## src/rtl/i2c_pkg.sv

```systemverilog
// Shared FSM encoding, command values and byte-slot indices for the 16-bit register I2C master.
package i2c_pkg;
  typedef enum logic [3:0] {
    IDLE, START, TX_BYTE, RX_ACK, RSTART, RX_BYTE, TX_NACK, STOP, DONE, WAIT_LOW
  } state_t;

  localparam logic WRITE = 1'b1;
  localparam logic READ  = 1'b0;

  // Byte-index slots: write frame walks 0..(2+WR_BYTES), read jumps to B_ADDR_R after the repeated START.
  localparam logic [2:0] B_ADDR_W = 3'd0;
  localparam logic [2:0] B_REG_H  = 3'd1;
  localparam logic [2:0] B_REG_L  = 3'd2;
  localparam logic [2:0] B_DAT_H  = 3'd3;
  localparam logic [2:0] B_DAT_L  = 3'd4;
  localparam logic [2:0] B_ADDR_R = 3'd5;
endpackage

```

## src/rtl/i2c_qtick.sv

```systemverilog
// Quarter-SCL-period tick generator; the count freezes while a slave stretches SCL.
module i2c_qtick #(
  parameter int CLK_DIV = 125
) (
  input  logic clk,
  input  logic rst,
  input  logic en,
  input  logic hold,
  output logic tick
);
  localparam int CW = (CLK_DIV > 1) ? $clog2(CLK_DIV) : 1;

  logic [CW-1:0] cnt;

  assign tick = en && !hold && (cnt == CW'(CLK_DIV - 1));

  always_ff @(posedge clk or posedge rst) begin
    if (rst)        cnt <= '0;
    else if (!en)   cnt <= '0;
    else if (!hold) cnt <= tick ? '0 : cnt + 1'b1;
  end
endmodule

```

## src/rtl/i2c_reg16_master.sv

```systemverilog
// I2C master for devices with 16-bit register addresses: register writes and single-byte reads.
module i2c_reg16_master
  import i2c_pkg::*;
#(
  parameter int CLK_DIV  = 125,
  parameter int WR_BYTES = 1
) (
  input  logic       clk,
  input  logic       rst,
  input  logic       i2c_rqt,
  input  logic       cmd,
  input  logic [6:0] addr_dev,
  input  logic [7:0] addr_reg_H,
  input  logic [7:0] addr_reg_L,
  input  logic [7:0] data_wr_H,
  input  logic [7:0] data_wr_L,
  output logic       i2c_done,
  output logic       data_rdy,
  output logic [7:0] data_rd,
  output logic       ack_err,
  output logic       scl_oe,
  output logic       sda_oe,
  input  logic       scl_i,
  input  logic       sda_i
);
  localparam logic [2:0] LAST_WR = 3'(2 + WR_BYTES);

  state_t     state;
  logic [1:0] qcnt;
  logic [2:0] bit_cnt, byte_idx;
  logic [7:0] rx_sh, tx_byte;
  logic       cmd_r;
  logic [6:0] addr_r;
  logic [7:0] reg_h_r, reg_l_r, dat_h_r, dat_l_r;
  logic       tick, q_en;

  assign q_en = (state != IDLE) && (state != DONE) && (state != WAIT_LOW);

  // A released SCL that still reads low is a slave stretching the clock.
  i2c_qtick #(.CLK_DIV(CLK_DIV)) u_qtick (
    .clk(clk), .rst(rst), .en(q_en), .hold(!scl_oe && !scl_i), .tick(tick)
  );

  always_comb begin
    tx_byte = {addr_r, 1'b0};
    case (byte_idx)
      B_REG_H:  tx_byte = reg_h_r;
      B_REG_L:  tx_byte = reg_l_r;
      B_DAT_H:  tx_byte = dat_h_r;
      B_DAT_L:  tx_byte = dat_l_r;
      B_ADDR_R: tx_byte = {addr_r, 1'b1};
      default:  ;
    endcase
  end

  // Each bit: q0 SCL low + SDA update, q1 SCL release, q2 sample, q3 SCL low.
  always_ff @(posedge clk or posedge rst) begin
    if (rst) begin
      state <= IDLE;  qcnt <= '0;  bit_cnt <= '0;  byte_idx <= '0;  rx_sh <= '0;
      scl_oe <= 1'b0; sda_oe <= 1'b0; i2c_done <= 1'b0; data_rdy <= 1'b0;
      data_rd <= '0;  ack_err <= 1'b0;
      cmd_r <= WRITE; addr_r <= '0; reg_h_r <= '0; reg_l_r <= '0; dat_h_r <= '0; dat_l_r <= '0;
    end else begin
      i2c_done <= 1'b0;
      data_rdy <= 1'b0;
      if (tick) qcnt <= qcnt + 2'd1;
      case (state)
        IDLE: begin
          scl_oe <= 1'b0; sda_oe <= 1'b0; qcnt <= '0; bit_cnt <= '0; byte_idx <= B_ADDR_W;
          if (i2c_rqt) begin
            cmd_r <= cmd; addr_r <= addr_dev; reg_h_r <= addr_reg_H; reg_l_r <= addr_reg_L;
            dat_h_r <= data_wr_H; dat_l_r <= data_wr_L;
            ack_err <= 1'b0;
            state <= START;
          end
        end
        START: if (tick) case (qcnt)
          2'd0: begin scl_oe <= 1'b0; sda_oe <= 1'b0; end
          2'd1: sda_oe <= 1'b1;
          2'd3: begin scl_oe <= 1'b1; bit_cnt <= '0; state <= TX_BYTE; end
          default: ;
        endcase
        TX_BYTE: if (tick) case (qcnt)
          2'd0: begin scl_oe <= 1'b1; sda_oe <= ~tx_byte[3'd7 - bit_cnt]; end
          2'd1: scl_oe <= 1'b0;
          2'd3: begin
            scl_oe  <= 1'b1;
            bit_cnt <= bit_cnt + 3'd1;
            if (bit_cnt == 3'd7) state <= RX_ACK;
          end
          default: ;
        endcase
        RX_ACK: if (tick) case (qcnt)
          2'd0: sda_oe <= 1'b0;
          2'd1: scl_oe <= 1'b0;
          2'd2: if (sda_i) ack_err <= 1'b1;
          2'd3: begin
            scl_oe  <= 1'b1;
            bit_cnt <= '0;
            if (ack_err)                                      state <= STOP;
            else if (cmd_r == READ && byte_idx == B_REG_L) begin
              byte_idx <= B_ADDR_R; state <= RSTART;
            end
            else if (byte_idx == B_ADDR_R)                    state <= RX_BYTE;
            else if (cmd_r == WRITE && byte_idx == LAST_WR)   state <= STOP;
            else begin byte_idx <= byte_idx + 3'd1; state <= TX_BYTE; end
          end
          default: ;
        endcase
        RSTART: if (tick) case (qcnt)
          2'd0: sda_oe <= 1'b0;
          2'd1: scl_oe <= 1'b0;
          2'd3: state <= START;
          default: ;
        endcase
        RX_BYTE: if (tick) case (qcnt)
          2'd0: sda_oe <= 1'b0;
          2'd1: scl_oe <= 1'b0;
          2'd2: rx_sh <= {rx_sh[6:0], sda_i};
          2'd3: begin
            scl_oe  <= 1'b1;
            bit_cnt <= bit_cnt + 3'd1;
            if (bit_cnt == 3'd7) state <= TX_NACK;
          end
          default: ;
        endcase
        TX_NACK: if (tick) case (qcnt)
          2'd0: sda_oe <= 1'b0;
          2'd1: scl_oe <= 1'b0;
          2'd3: begin scl_oe <= 1'b1; state <= STOP; end
          default: ;
        endcase
        STOP: if (tick) case (qcnt)
          2'd0: begin scl_oe <= 1'b1; sda_oe <= 1'b1; end
          2'd1: scl_oe <= 1'b0;
          2'd3: begin
            sda_oe   <= 1'b0;
            i2c_done <= 1'b1;
            state    <= DONE;
            if (cmd_r == READ && !ack_err) begin
              data_rdy <= 1'b1;
              data_rd  <= rx_sh;
            end
          end
          default: ;
        endcase
        DONE:     state <= WAIT_LOW;
        WAIT_LOW: if (!i2c_rqt) state <= IDLE;
        default:  state <= IDLE;
      endcase
    end
  end
endmodule

```

## config.mk

```make
export PLATFORM = sky130hd
export DESIGN_NAME = i2c_reg16_master
export DESIGN_NICKNAME = d
export VERILOG_FILES = /design/src/rtl/i2c_pkg.sv /design/src/rtl/i2c_qtick.sv /design/src/rtl/i2c_reg16_master.sv
export SDC_FILE = /design/constraint.sdc
export NUM_CORES = 1
export LEC_CHECK = 0
export ABC_AREA = 1
export CORE_UTILIZATION = 59
export DETAILED_ROUTE_END_ITERATION = 8
export PLACE_DENSITY = 0.84
export SLEW_MARGIN = 20
export SYNTH_ARGS = -nofsm -noshare
export SYNTH_HDL_FRONTEND = slang
export SYNTH_SLANG_ARGS = --single-unit
```

## constraint.sdc

```tcl
create_clock -name clk -period 7.5 [get_ports clk]
set_clock_uncertainty 0.05 [all_clocks]
set_input_delay 1.5 -clock clk [delete_from_list [all_inputs] [get_ports clk]]
set_output_delay 1.5 -clock clk [all_outputs]
set_load 0.02 [all_outputs]
```

==> results.txt <==
The number of global-route vias before repair came out at 3,358. The quantity of hold-fixing buffers added after cts is 0. The flop-to-flop setup slack is 5.17 ns. The worst reg-to-reg path cell count came out at 7. Max-cap violations in this run came to 0. The highest layer touched by signal routing is met4.

The final critical path time including I/O delays and setup is around 3 ns. The worst pin sits at a relative slew slack of 35.1%. The max-slew violation total from the final report came out at 0. The number of nets still failing antenna checks after routing is 0. The number of nets in the layout is 668. Global routing consumed, over all layers together, 25.2% of the routing resources. The maximum root-to-sink buffer count is 2. The number of input and output port buffers inserted came out at 57. The area growth from synthesis to layout is 19.2%.

The post-synthesis cell count came out at ~550. The worst hold path stage count is 2. The flow ran to the end, and the final reports show no timing, DRC or antenna violations. The wire length of the first global-routing pass came out at 14.7 mm. The synthesized area divided by synthesized cell count came out at around 7.5 um^2.

The detailed router finished its first iteration with 185 violations. The number of resized instances in the post-cts repair step is 0. The site row count is 30. Routability-driven placement finished with a final weighted congestion of between 0.8 and 0.9.

The floorplan step set the die height to 86.2 um. The data arrival time of the worst path came out at 3.24 ns. The total number of vias came out at 3,581. The final instance area is approximately 0.005 mm^2. The fraction of the yosys area taken by sequential cells is 47.9%. The total number of yosys warnings is 0. The worst endpoint required time is 7.73 ns. The maximum net fanout on the critical path came out at 47.

The worst setup path is captured at a flip-flop. The depth of the CTS H-tree came out at 3. The type of the tightest min-delay check is reg2reg. The worst-case setup margin in the final layout came out at ~4.5 ns. The total global routing overflow came out at 0.

The total wire length after detailed routing is 8.60 mm. The horizontal extent of the die is 86.2 um. The largest net degree at the start of global routing came out at 81. The vias per cell is 5.04.

The routed metal-1 wirelength came out at about 3.9 mm. The area of the core came out at around 0.0068 mm^2. Summed over all nets, the half-perimeter wirelength after detailed placement is 6.18 mm. The total DRC errors in the routed layout is 0. The synthesized net count came out at 613. For this run, the top clock speed supported by timing is 0.332 GHz. The number of unique standard cell types used by synthesis came out at 33. Dividing the final minimum period by the clock period gives about two fifths. The synthesized cell area came out at 0.00418 mm^2. The worst setup path is launched from a primary input. The fraction of final layout cells sized beyond drive strength 1 is 5.70%. The wire length per cell after detailed routing is approximately 12 um.

Power spread over the standard cell area amounts to 318 mW/mm^2. The number of CTS-inserted buffers is 9. The placed instances occupy a cell area of 0.00481 mm^2. The post-place setup slack came out at 4.16 ns.

TritonCTS built the clock tree. The worst-margin pin slew came out at 0.973 ns. The effective utilization at floorplan is 61.2%. The first TritonRoute pass finished after 4 iterations.

The post-CTS repair timing setup buffer count came out at 0. After detailed routing, the met3 layer carries around 440 um of wire. The total die area is 0.00742 mm^2. The number of antenna violations at the first check in global routing came out at 0.

The worst-skew pair later-pin latency came out at roughly 0.35 ns. The number of hold violations in the final report came to 0. The TritonCTS sink count came out at 80. The post-CTS clock slew at the launch and capture registers of the worst setup and hold paths is approximately 0.08 ns. The number of setup violations in the final report is 0. The synthesized design contains 80 register bits. 0 antenna diodes ended up in the layout. Setup repair after global routing left no endpoint under its margin.

The worst voltage drop across the vdd grid came out at around 0.00017 V. The setup TNS is 0 ns. In this run the clock root is driven by a sky130_fd_sc_hd__clkbuf_8. Detailed routing placed a total of 4.08 mm of wire on met2. The critical path is of the in2reg type. The design draws about 0.0016 W. The top-level port count is just under 60. For this design the static power due to leakage is between 2 and 3 nW.
cell usage in the layout (no fill, tap or decap), types with 2 or more instances in the layout:
cell type / count
sky130_fd_sc_hd__clkinv_2: 2
sky130_fd_sc_hd__xor2_1: 3
sky130_fd_sc_hd__a21oi_1: 13
sky130_fd_sc_hd__ha_1: 14
sky130_fd_sc_hd__nor4_1: 2
sky130_fd_sc_hd__nor2_1: 35
sky130_fd_sc_hd__dfrtp_1: 79
sky130_fd_sc_hd__a21oi_2: 2
sky130_fd_sc_hd__nand3_1: 27
sky130_fd_sc_hd__clkdlybuf4s50_1: 57
sky130_fd_sc_hd__buf_4: 2
sky130_fd_sc_hd__nor2_2: 5
sky130_fd_sc_hd__inv_1: 67
sky130_fd_sc_hd__nand2_1: 221
sky130_fd_sc_hd__o21ai_0: 42
sky130_fd_sc_hd__o22ai_1: 2
sky130_fd_sc_hd__clkinvlp_4: 2
sky130_fd_sc_hd__nand4_1: 2
sky130_fd_sc_hd__inv_2: 3
sky130_fd_sc_hd__clkbuf_8: 9
sky130_fd_sc_hd__clkbuf_1: 2
sky130_fd_sc_hd__nand2_4: 3
sky130_fd_sc_hd__nor3_1: 4
sky130_fd_sc_hd__o21ai_1: 3
per-stage QoR:
stage          cells  hold WS, ns  util, %
6_report         710        0.418     72.9
4_1_cts          710        0.421     72.9
3_5_place_dp     694        0.403     70.5
3_3_place_gp     694        0.402     70.5
2_1_floorplan    554        0.387        -
5_1_grt          710        0.436     72.9
critical path: stages:
cell and delay [ns]:
sky130_fd_sc_hd__clkdlybuf4s50_1 0.48, sky130_fd_sc_hd__inv_1 0.07, sky130_fd_sc_hd__nor2_2 0.10, sky130_fd_sc_hd__buf_4 0.40, sky130_fd_sc_hd__inv_2 0.36, sky130_fd_sc_hd__nand2_1 0.14
sky130_fd_sc_hd__nand3_1 0.07, sky130_fd_sc_hd__o21ai_1 0.12
path summary, 6_finish.rpt:
kind                                         start                       to
max                                        i2c_rqt      ack_err$_DFFE_PP0P_
min                         reg_h_r[0]$_DFFE_PP0P_   reg_h_r[0]$_DFFE_PP0P_
max reg2reg                byte_idx[2]$_DFFE_PP0P_  byte_idx[0]$_DFFE_PP0P_
min reg2reg                 reg_h_r[0]$_DFFE_PP0P_   reg_h_r[0]$_DFFE_PP0P_
max in group asynchronous                      rst   reg_h_r[5]$_DFFE_PP0P_
min in group asynchronous                      rst   data_rd[4]$_DFFE_PP0P_
layer usage:
metal,track usage (%),vias up
met5,0,-
met4,8.94,0
met3,4.81,14
met2,42.0,99
met1,32.8,1644
li1,-,1824
cell usage after synthesis (all sizes together):
cell type    n  area, um^2
clkbuf       7        26.3
xor2         3        26.3
buf          8        46.3
nand3       27         135
o22ai        2        12.5
a21oi       15        82.6
nor2        42         191
dfrtp       79        1980
nand3b       1        7.51
mux2         1        11.3
o211ai       1        21.3
a31oi        1        6.26
nor3         4        20.0
dfstp        1        26.3
a22oi        1        7.51
ha          14         175
nand2      225         870
o31ai        1        7.51
nor4         2        12.5
a21boi       1        7.51
o32ai        1        8.76
inv         70         263
o21ai       45         225
nand4        2        12.5
cells by family after synthesis:
family,after synthesis,share of synthesized area [%]
and+or+nand+nor,303,29.9
buffers and inverters,85,8.02
DFF,80,47.9
AOI/OAI and AO/OA,68,9.07
adders and majority gates,14,4.19
xor gates and xnor gates,3,0.629
muxes,1,0.269
power breakdown:
group | switching [W] | leakage, nW | internal [W] | total (W)
registers | 0.0000920 | 1.04 | 0.000567 | 0.000659
clock network | 0.000156 | 0.0793 | 0.000120 | 0.000276
logic | 0.000426 | 1.48 | 0.000224 | 0.000650
total | 0.000674 | 2.60 | 0.000911 | 0.00158
layout make-up:
class                           count  area, um^2
Sequential cell                    80        2000
Fill cell                         560        1850
Tap cell                           96         120
Clock buffer                       11         131
Clock inverter                      5        33.8
Multi-Input combinational cell    389        1840
Inverter                           70         263
Timing Repair Buffer               59         586
sequential cells by signal (all words and copies together), names as in the netlist:
signal / count
ack_err: 1
sda_oe: 1
rx_sh: 8
bit_cnt: 3
reg_l_r: 8
byte_idx: 3
qcnt: 2
u_qtick.cnt: 7
data_rd: 8
reg_h_r: 8
i2c_done: 1
cmd_r: 1
dat_h_r: 8
dat_l_r: 8
addr_r: 7
data_rdy: 1
state: 4
scl_oe: 1
Note: power is estimated with default switching activity, not from simulation.
